[src/rtl/midi_msg_parser.sv]
// MIDI byte parser: running status, note-on/off decode, event FIFO.
// Define MIDI_CHANNEL_FILTER_EN to accept only events on CHANNEL.
module midi_msg_parser #(
  parameter int         FIFO_DEPTH = 4,
  parameter logic [3:0] CHANNEL    = 4'd0
) (
  input  logic                        clk,
  input  logic                        reset_n,
  input  logic [7:0]                  new_byte,
  input  logic                        new_byte_ready,
  output logic                        ev_valid,
  input  logic                        ev_ready,
  output logic                        ev_note_on,
  output logic [3:0]                  ev_channel,
  output logic [6:0]                  ev_note,
  output logic [6:0]                  ev_velocity,
  output logic [$clog2(FIFO_DEPTH):0] ev_count,
  output logic                        overflow
);

  localparam int PW = $clog2(FIFO_DEPTH);
  localparam logic [PW:0] FULL_CNT = FIFO_DEPTH[PW:0];

`ifdef MIDI_CHANNEL_FILTER_EN
  localparam logic FILTER_EN = 1'b1;
`else
  localparam logic FILTER_EN = 1'b0;
`endif

  typedef enum logic [1:0] {
    NO_STATUS,
    DATA1,
    DATA2
  } state_t;

  state_t      state;
  state_t      state_nx;
  logic [7:0]  run_status;
  logic [7:0]  run_status_nx;
  logic [6:0]  d1;
  logic [6:0]  d1_nx;

  logic        is_data;
  logic        is_sys;
  logic        is_chan;
  logic        two_byte;
  logic        msg_done;
  logic        ev_hit;
  logic        ev_on;
  logic [18:0] wr_data;

  logic [18:0] mem [FIFO_DEPTH];
  logic [PW-1:0] wr_ptr;
  logic [PW-1:0] rd_ptr;
  logic        full;
  logic        pop;
  logic        wr_req;
  logic        push;
  logic        drop;

  always_comb begin
    state_nx      = state;
    run_status_nx = run_status;
    d1_nx         = d1;
    msg_done      = 1'b0;
    is_data  = new_byte_ready && !new_byte[7];
    is_sys   = new_byte_ready && (new_byte[7:3] == 5'b11110);
    is_chan  = new_byte_ready && new_byte[7] &&
               (new_byte[7:4] != 4'hF);
    two_byte = !((run_status[7:4] == 4'hC) ||
                 (run_status[7:4] == 4'hD));
    // Real-time bytes fall through every branch untouched
    if (is_sys) begin
      state_nx      = NO_STATUS;
      run_status_nx = 8'h00;
    end else if (is_chan) begin
      state_nx      = DATA1;
      run_status_nx = new_byte;
    end else if (is_data) begin
      unique case (state)
        DATA1: begin
          d1_nx    = new_byte[6:0];
          state_nx = two_byte ? DATA2 : DATA1;
        end
        DATA2: begin
          state_nx = DATA1;
          msg_done = 1'b1;
        end
        default: ;
      endcase
    end
  end

  always_comb begin
    ev_hit  = msg_done &&
              ((run_status[7:4] == 4'h8) ||
               (run_status[7:4] == 4'h9));
    ev_on   = (run_status[7:4] == 4'h9) &&
              (new_byte[6:0] != 7'd0);
    wr_data = {ev_on, run_status[3:0],
               d1, new_byte[6:0]};
  end

  always_ff @(posedge clk) begin
    if (!reset_n) begin
      state      <= NO_STATUS;
      run_status <= 8'h00;
      d1         <= 7'd0;
    end else begin
      state      <= state_nx;
      run_status <= run_status_nx;
      d1         <= d1_nx;
    end
  end

  always_comb begin
    full     = (ev_count == FULL_CNT);
    ev_valid = (ev_count != '0);
    pop      = ev_valid && ev_ready;
    wr_req   = ev_hit &&
               (!FILTER_EN || (run_status[3:0] == CHANNEL));
    // A full FIFO still takes a write when the head leaves this edge
    push     = wr_req && (!full || pop);
    drop     = wr_req && full && !pop;
  end

  always_ff @(posedge clk) begin
    if (!reset_n) begin
      for (int i = 0; i < FIFO_DEPTH; i++) begin
        mem[i] <= '0;
      end
      wr_ptr   <= '0;
      rd_ptr   <= '0;
      ev_count <= '0;
      overflow <= 1'b0;
    end else begin
      if (push) begin
        mem[wr_ptr] <= wr_data;
        wr_ptr      <= wr_ptr + 1'b1;
      end
      if (pop) begin
        rd_ptr <= rd_ptr + 1'b1;
      end
      if (push && !pop) begin
        ev_count <= ev_count + 1'b1;
      end else if (pop && !push) begin
        ev_count <= ev_count - 1'b1;
      end
      if (drop) begin
        overflow <= 1'b1;
      end
    end
  end

  assign {ev_note_on, ev_channel, ev_note, ev_velocity} =
    mem[rd_ptr];

endmodule
[config.mk]
export PLATFORM = sky130hd
export DESIGN_NAME = midi_msg_parser
export DESIGN_NICKNAME = d
export VERILOG_FILES = /design/src/rtl/midi_msg_parser.sv
export SDC_FILE = /design/constraint.sdc
export NUM_CORES = 1
export LEC_CHECK = 0
export BUFFER_PORTS_ARGS = -buffer_cell sky130_fd_sc_hd__buf_2
export CORE_MARGIN = 1
export CORE_UTILIZATION = 60
export DETAILED_ROUTE_END_ITERATION = 8
export PLACE_DENSITY = 0.8
export SYNTH_ARGS = -nofsm -noshare
export SYNTH_HDL_FRONTEND = slang
export SYNTH_SLANG_ARGS = --single-unit
[constraint.sdc]
create_clock -name clk -period 5.7 [get_ports clk]
set_input_delay 1.14 -clock clk [delete_from_list [all_inputs] [get_ports clk]]
set_output_delay 1.14 -clock clk [all_outputs]
set_load 0.005 [all_outputs]
---- Yosys cells after proc, flatten, opt, wreduce, memory -nomap -nowiden ----
Memory sizes are Yosys's and may differ from the RTL's. A register that Yosys moved wholly into a read port is not among the register bits.
Cells that the tools add are included.
word-level totals
  bits in registers ....................... 25
  memory bits (writable) .................. 76
  output and inout port bits .............. 24
  logic and storage cells ................. 75
  memories ................................ 1
cells by class
  $add $sub $neg .......................... 4
  eq/ne operators ......................... 9
  multiplexer cells ....................... 19
  bitwise logic cells ..................... 3
  reduce and logical (&&, ||, !) cells .... 31
memory list
  name  depth  width  read ports  clocked after memory_dff  wr ports  RTL line  text
  mem   4      19     1           1                         4         52        logic [18:0] mem [FIFO_DEPTH];
operator list
  kind                   count
  $mux W19               1
  $reduce_or A19 Y1      1
  $eq A4 B4 Y1 const B   4
  $logic_and A1 B1 Y1    12
  $mux W1                11
  $mux W2                4
  $reduce_bool A7 Y1     1
  $mux W3                2
  $reduce_bool A2 Y1     3
  $reduce_bool A3 Y1     2
  $eq A5 B5 Y1 const B   1
  $add A2 B1 Y2 const B  2
  $logic_not A1 Y1       4
  $ne A4 B4 Y1 const B   1
  $pmux W2 S2            1
  $reduce_and A2 Y1      2
  $reduce_and A4 Y1      1
  $add A3 B1 Y3 const B  1
  $eq A3 B3 Y1 const B   1
  $logic_or A1 B1 Y1     3
  $not A1 Y1             3
  $reduce_or A3 Y1       1
  $sub A3 B1 Y3 const B  1
  $eq A2 B1 Y1 const B   1
  2 further kinds        2

---- Logic depth before layout (Yosys ltp) ----
  word-level depth ........................ 12
  depth in mapped cells ................... 11
  mapped depth without buffers ............ 11

---- Least setup slack after synthesis ----
No wires, ideal clock.
  kind .................................... in2reg
  start point ............................. input port reset_n
  end point ............................... memory mem[0][0], enable pin
  library setup time ...................... 0.421 ns
  arrival time ............................ 3.041 ns
  slack ................................... 2.237 ns
  stages .................................. 2
  cell sequence ........................... or3b_2 -> o21ai_0
RTL lines
  what                RTL line  text
  start: declaration  8         input logic reset_n,
  end: declaration    52

==> out/qor_table.md <==
| Quantity | Reported | Unit |
|:---|:---|:---|
| Startpoint types | flip-flop | - |
| Remaining max-slew budget at the tightest pin | 19.8 | % |
| Final-report setup violation count | 0 | - |
| Post-cts gate resize count | 0 | - |
| Count of buffers added by post-CTS timing repair for setup | 0 | - |
| Flop pwr share | 53.0 | % |
| Static leakage power | 0.00189 | uW |
| Data arrival at the endpoint of the critical path | 1.94 | ns |
| Post-detailed-placement half-perimeter wirelength | 5620 | um |
| Die Width | 89.9 | um |
| Clock transition at path regs | 0.10 | ns |
| Post-synth net total | 341 | - |
| Asr flop ratio synth | 0 | % |
| Die Height | 89.9 | um |
| Ports placed on the boundary | 36 | - |
| Primary flip-flop cell chosen by synthesis mapping | edfxtp_1 | - |
| Number of hold violations in the final report | 0 | - |
| Cell count after synthesis | 325 | - |
| Root Buffer Master | clkbuf_8 | - |
| Crit Path Class | flip-flop to primary output | - |
| Number of global-route vias before repair | 2827 | - |
| Floorplan core area | 7370 | um2 |
| DRC violation count after routing | 0 | - |
| Post-detailed-route wirelength per cell | 19.5 | um |
| First-pass GRT wire length | 14500 | um |
| Clock network latency to the later pin of the worst-skew pair | 0.37 | ns |
| Total instance count after detailed placement | 444 | - |
| Unrepaired setup endpoints after global routing | false | - |
| Period minus WS final | 3.08 | ns |
| Cell count of the worst reg-to-reg path | 11 | - |
| Worst hold-check path type | flip-flop to flip-flop | - |
| CTS tree | built | - |
| Sum of negative setup slack | 0 | ns |
| Routed wire length | 8960 | um |
| TritonCTS buffer count | 9 | - |
| Summed area of non-filler cells in the final layout | 5050 | um2 |
| Initial core utilization | 62.9 | % |
| Fin Clk Skew | 0.0105 | ns |
| Violation count after the first detailed-routing iteration | 237 | - |
| Flop and latch count out of synthesis | 103 | - |
| Max Cap Violations | 0 | - |
| Maximum level of the CTS H-tree | 3 | - |
| Number of input and output port buffers inserted | 35 | - |
| Routability congestion estimate | 0.821 | - |
| Number of antenna violations at the first check in global routing | 0 | - |
| Result of the run | finished, final reports clean | - |
| Hold Crit Depth | 2 | - |
| Number of clock sinks | 103 | - |
| Maximum ir drop on the vdd rail | 175 | uV |
| Pins Over Slew Limit | 0 | - |
| Hold Buf Count CTS | 0 | - |
| Actual transition at the worst max-transition pin | 1.20 | ns |
| Post-layout net count | 372 | - |
| Logic pwr share | 18.9 | % |
| Ratio of cells with drive above 1 in the final layout | 23.8 | % |
| Total number of yosys warnings | 0 | - |
| Share of power burned in the clock network | 28.1 | % |
| Mean Syn Cell Area | 14.3 | um2 |
| Number of flops mapped to enable cells by yosys | 76 | - |
| Post-synthesis cell type count | 44 | - |
| Buffer levels on the longest clock path | 2 | - |
| Number of standard cells in the final layout excluding fillers | 460 | - |
| Area added between synthesis and finish | 9.10 | % |
| Crit-path max FO | 19 | - |
| Netlist area before placement | 4630 | um2 |
| Leftover overflow at the end of global routing | 0 | - |
| Switching power summed over all nets | 455 | uW |
| Upper clock frequency limit | 0.325 | GHz |
| Cell Pwr Density | 331 | nW/um2 |
| Req. time, crit path | 4.56 | ns |
| Worst setup EP type | primary output | - |
| Fin crit share | 54.0 | % |
| Via count | 2741 | - |
| Area of the die | 8080 | um2 |
| Mean number of vias per cell | 5.96 | - |
| Antenna Violating Nets Remaining | 0 | - |
| Placement Cell Area | 4850 | um2 |
| Total inserted antenna cells | 0 | - |
| Sw Ratio | 27.2 | % |
| Internal portion of total power | 1220 | uW |
| Floorplan row count | 31 | - |
| Largest net degree at the start of global routing | 20 | - |
| Fraction of the yosys area taken by sequential cells | 60.9 | % |
| Overall fraction of global-route tracks in use | 24.0 | % |
| Number of optimization iterations in the first detailed-route pass | 5 | - |
## worst paths after layout
path | endpoint | slack (ns) | start
worst max-delay path | ev_velocity[5] | 2.62 | flip-flop
worst min-delay path | overflow$_SDFFE_PN0P_ | 0.50 | overflow$_SDFFE_PN0P_
worst max register to register | ev_count[2]$_SDFFE_PN0P_ | 3.10 | state[0]$_SDFFE_PP0P_
worst min register to register | overflow$_SDFFE_PN0P_ | 0.50 | overflow$_SDFFE_PN0P_
## per-stage QoR
stage	utilization [%]	hold slack, ns	setup WS, ns	power (uW)
floorplan	-	0.454	2.24	1110
global placement	65.8	0.462	2.55	1210
detailed placement	65.8	0.462	2.47	1220
CTS	68.6	0.502	2.60	1680
global route	68.6	0.520	2.52	1740
finish	68.6	0.501	2.62	1670
## worst max-delay path: stages (launching register included)
cell     delay (ns)
dfxtp_1        0.98
mux4_2         0.44
buf_2          0.14
## cell type report
type	instances	area [um2]
Inverter	7	26.3
Clock inverter	7	78.8
Timing Repair Buffer	36	183
Multi-Input combinational cell	199	1700
Tap cell	99	124
Sequential cell	103	2820
Fill cell	546	2310
Clock buffer	9	124
## registers in the layout, indices dropped and copies added, names as in the netlist, named ones only
register / count
wr_ptr: 2
ev_count: 3
run_status: 8
state: 2
rd_ptr: 2
d1: 7
mem: 76
overflow: 1
## cell usage in the layout (no fill, tap or decap), types with 2 or more instances in the layout
cell type / n
a21oi_1: 10
and2_1: 73
buf_2: 35
clkbuf_8: 9
dfxtp_1: 27
edfxtp_1: 76
ha_1: 3
inv_1: 7
inv_6: 3
mux2i_1: 9
mux4_2: 19
nand2_1: 4
nand3_1: 8
nand3b_1: 3
nand4_1: 3
nor2_1: 16
nor3_1: 3
nor4_4: 4
o21ai_0: 9
o21ai_2: 4
o31ai_1: 2
or3_1: 3
or4_1: 2
xor2_1: 4
## power groups by stage
stage | Combinational (uW) | Clock, uW | Sequential, uW
6_report | 316 | 469 | 886
5_1_grt | 346 | 501 | 893
4_1_cts | 320 | 476 | 885
3_5_place_dp | 319 | 0 | 902
3_3_place_gp | 310 | 0 | 900
2_1_floorplan | 225 | 0 | 890
## cell families (layout without fill, tap and decap cells)
logic type                 count (synthesis)  after routing  share of synthesized area (%)
xor gates and xnor gates                   4              4                          0.756
buffers and inverters                     23             59                           2.78
DFF                                      103            103                           60.9
muxes                                     28             28                           11.2
and+or+nand+nor                          132            132                           19.2
adders and majority gates                  4              4                           1.24
AOI/OAI and AO/OA                         31             31                           3.94
## metal layers
metal	GRT usage, %	up-vias	part of all wire [%]
met1	31.1	1346	43
met3	4.82	16	5.6
met5	0.641	-	0
li1	-	1269	-
met2	39.2	110	50
met4	11.4	0	2.1
## cells in the mapped netlist (2+ instances only)
cell,instances,share of area (%)
a21oi_1,10,1.1
and2_1,73,9.9
buf_2,2,0.22
buf_6,4,0.97
clkbuf_1,9,0.73
dfxtp_1,27,12
edfxtp_1,76,49
ha_1,3,0.81
inv_1,7,0.57
mux2i_1,9,1.9
mux4_2,19,9.2
nand2_1,4,0.32
nand3_1,8,0.86
nand3b_1,3,0.49
nand4_1,3,0.41
nor2_1,16,1.3
nor3_1,3,0.32
nor4_4,4,1.8
o21ai_0,13,1.4
o31ai_1,2,0.32
or3_1,3,0.41
or4_1,2,0.32
xor2_1,4,0.76
(Power assumes the default switching activity.)
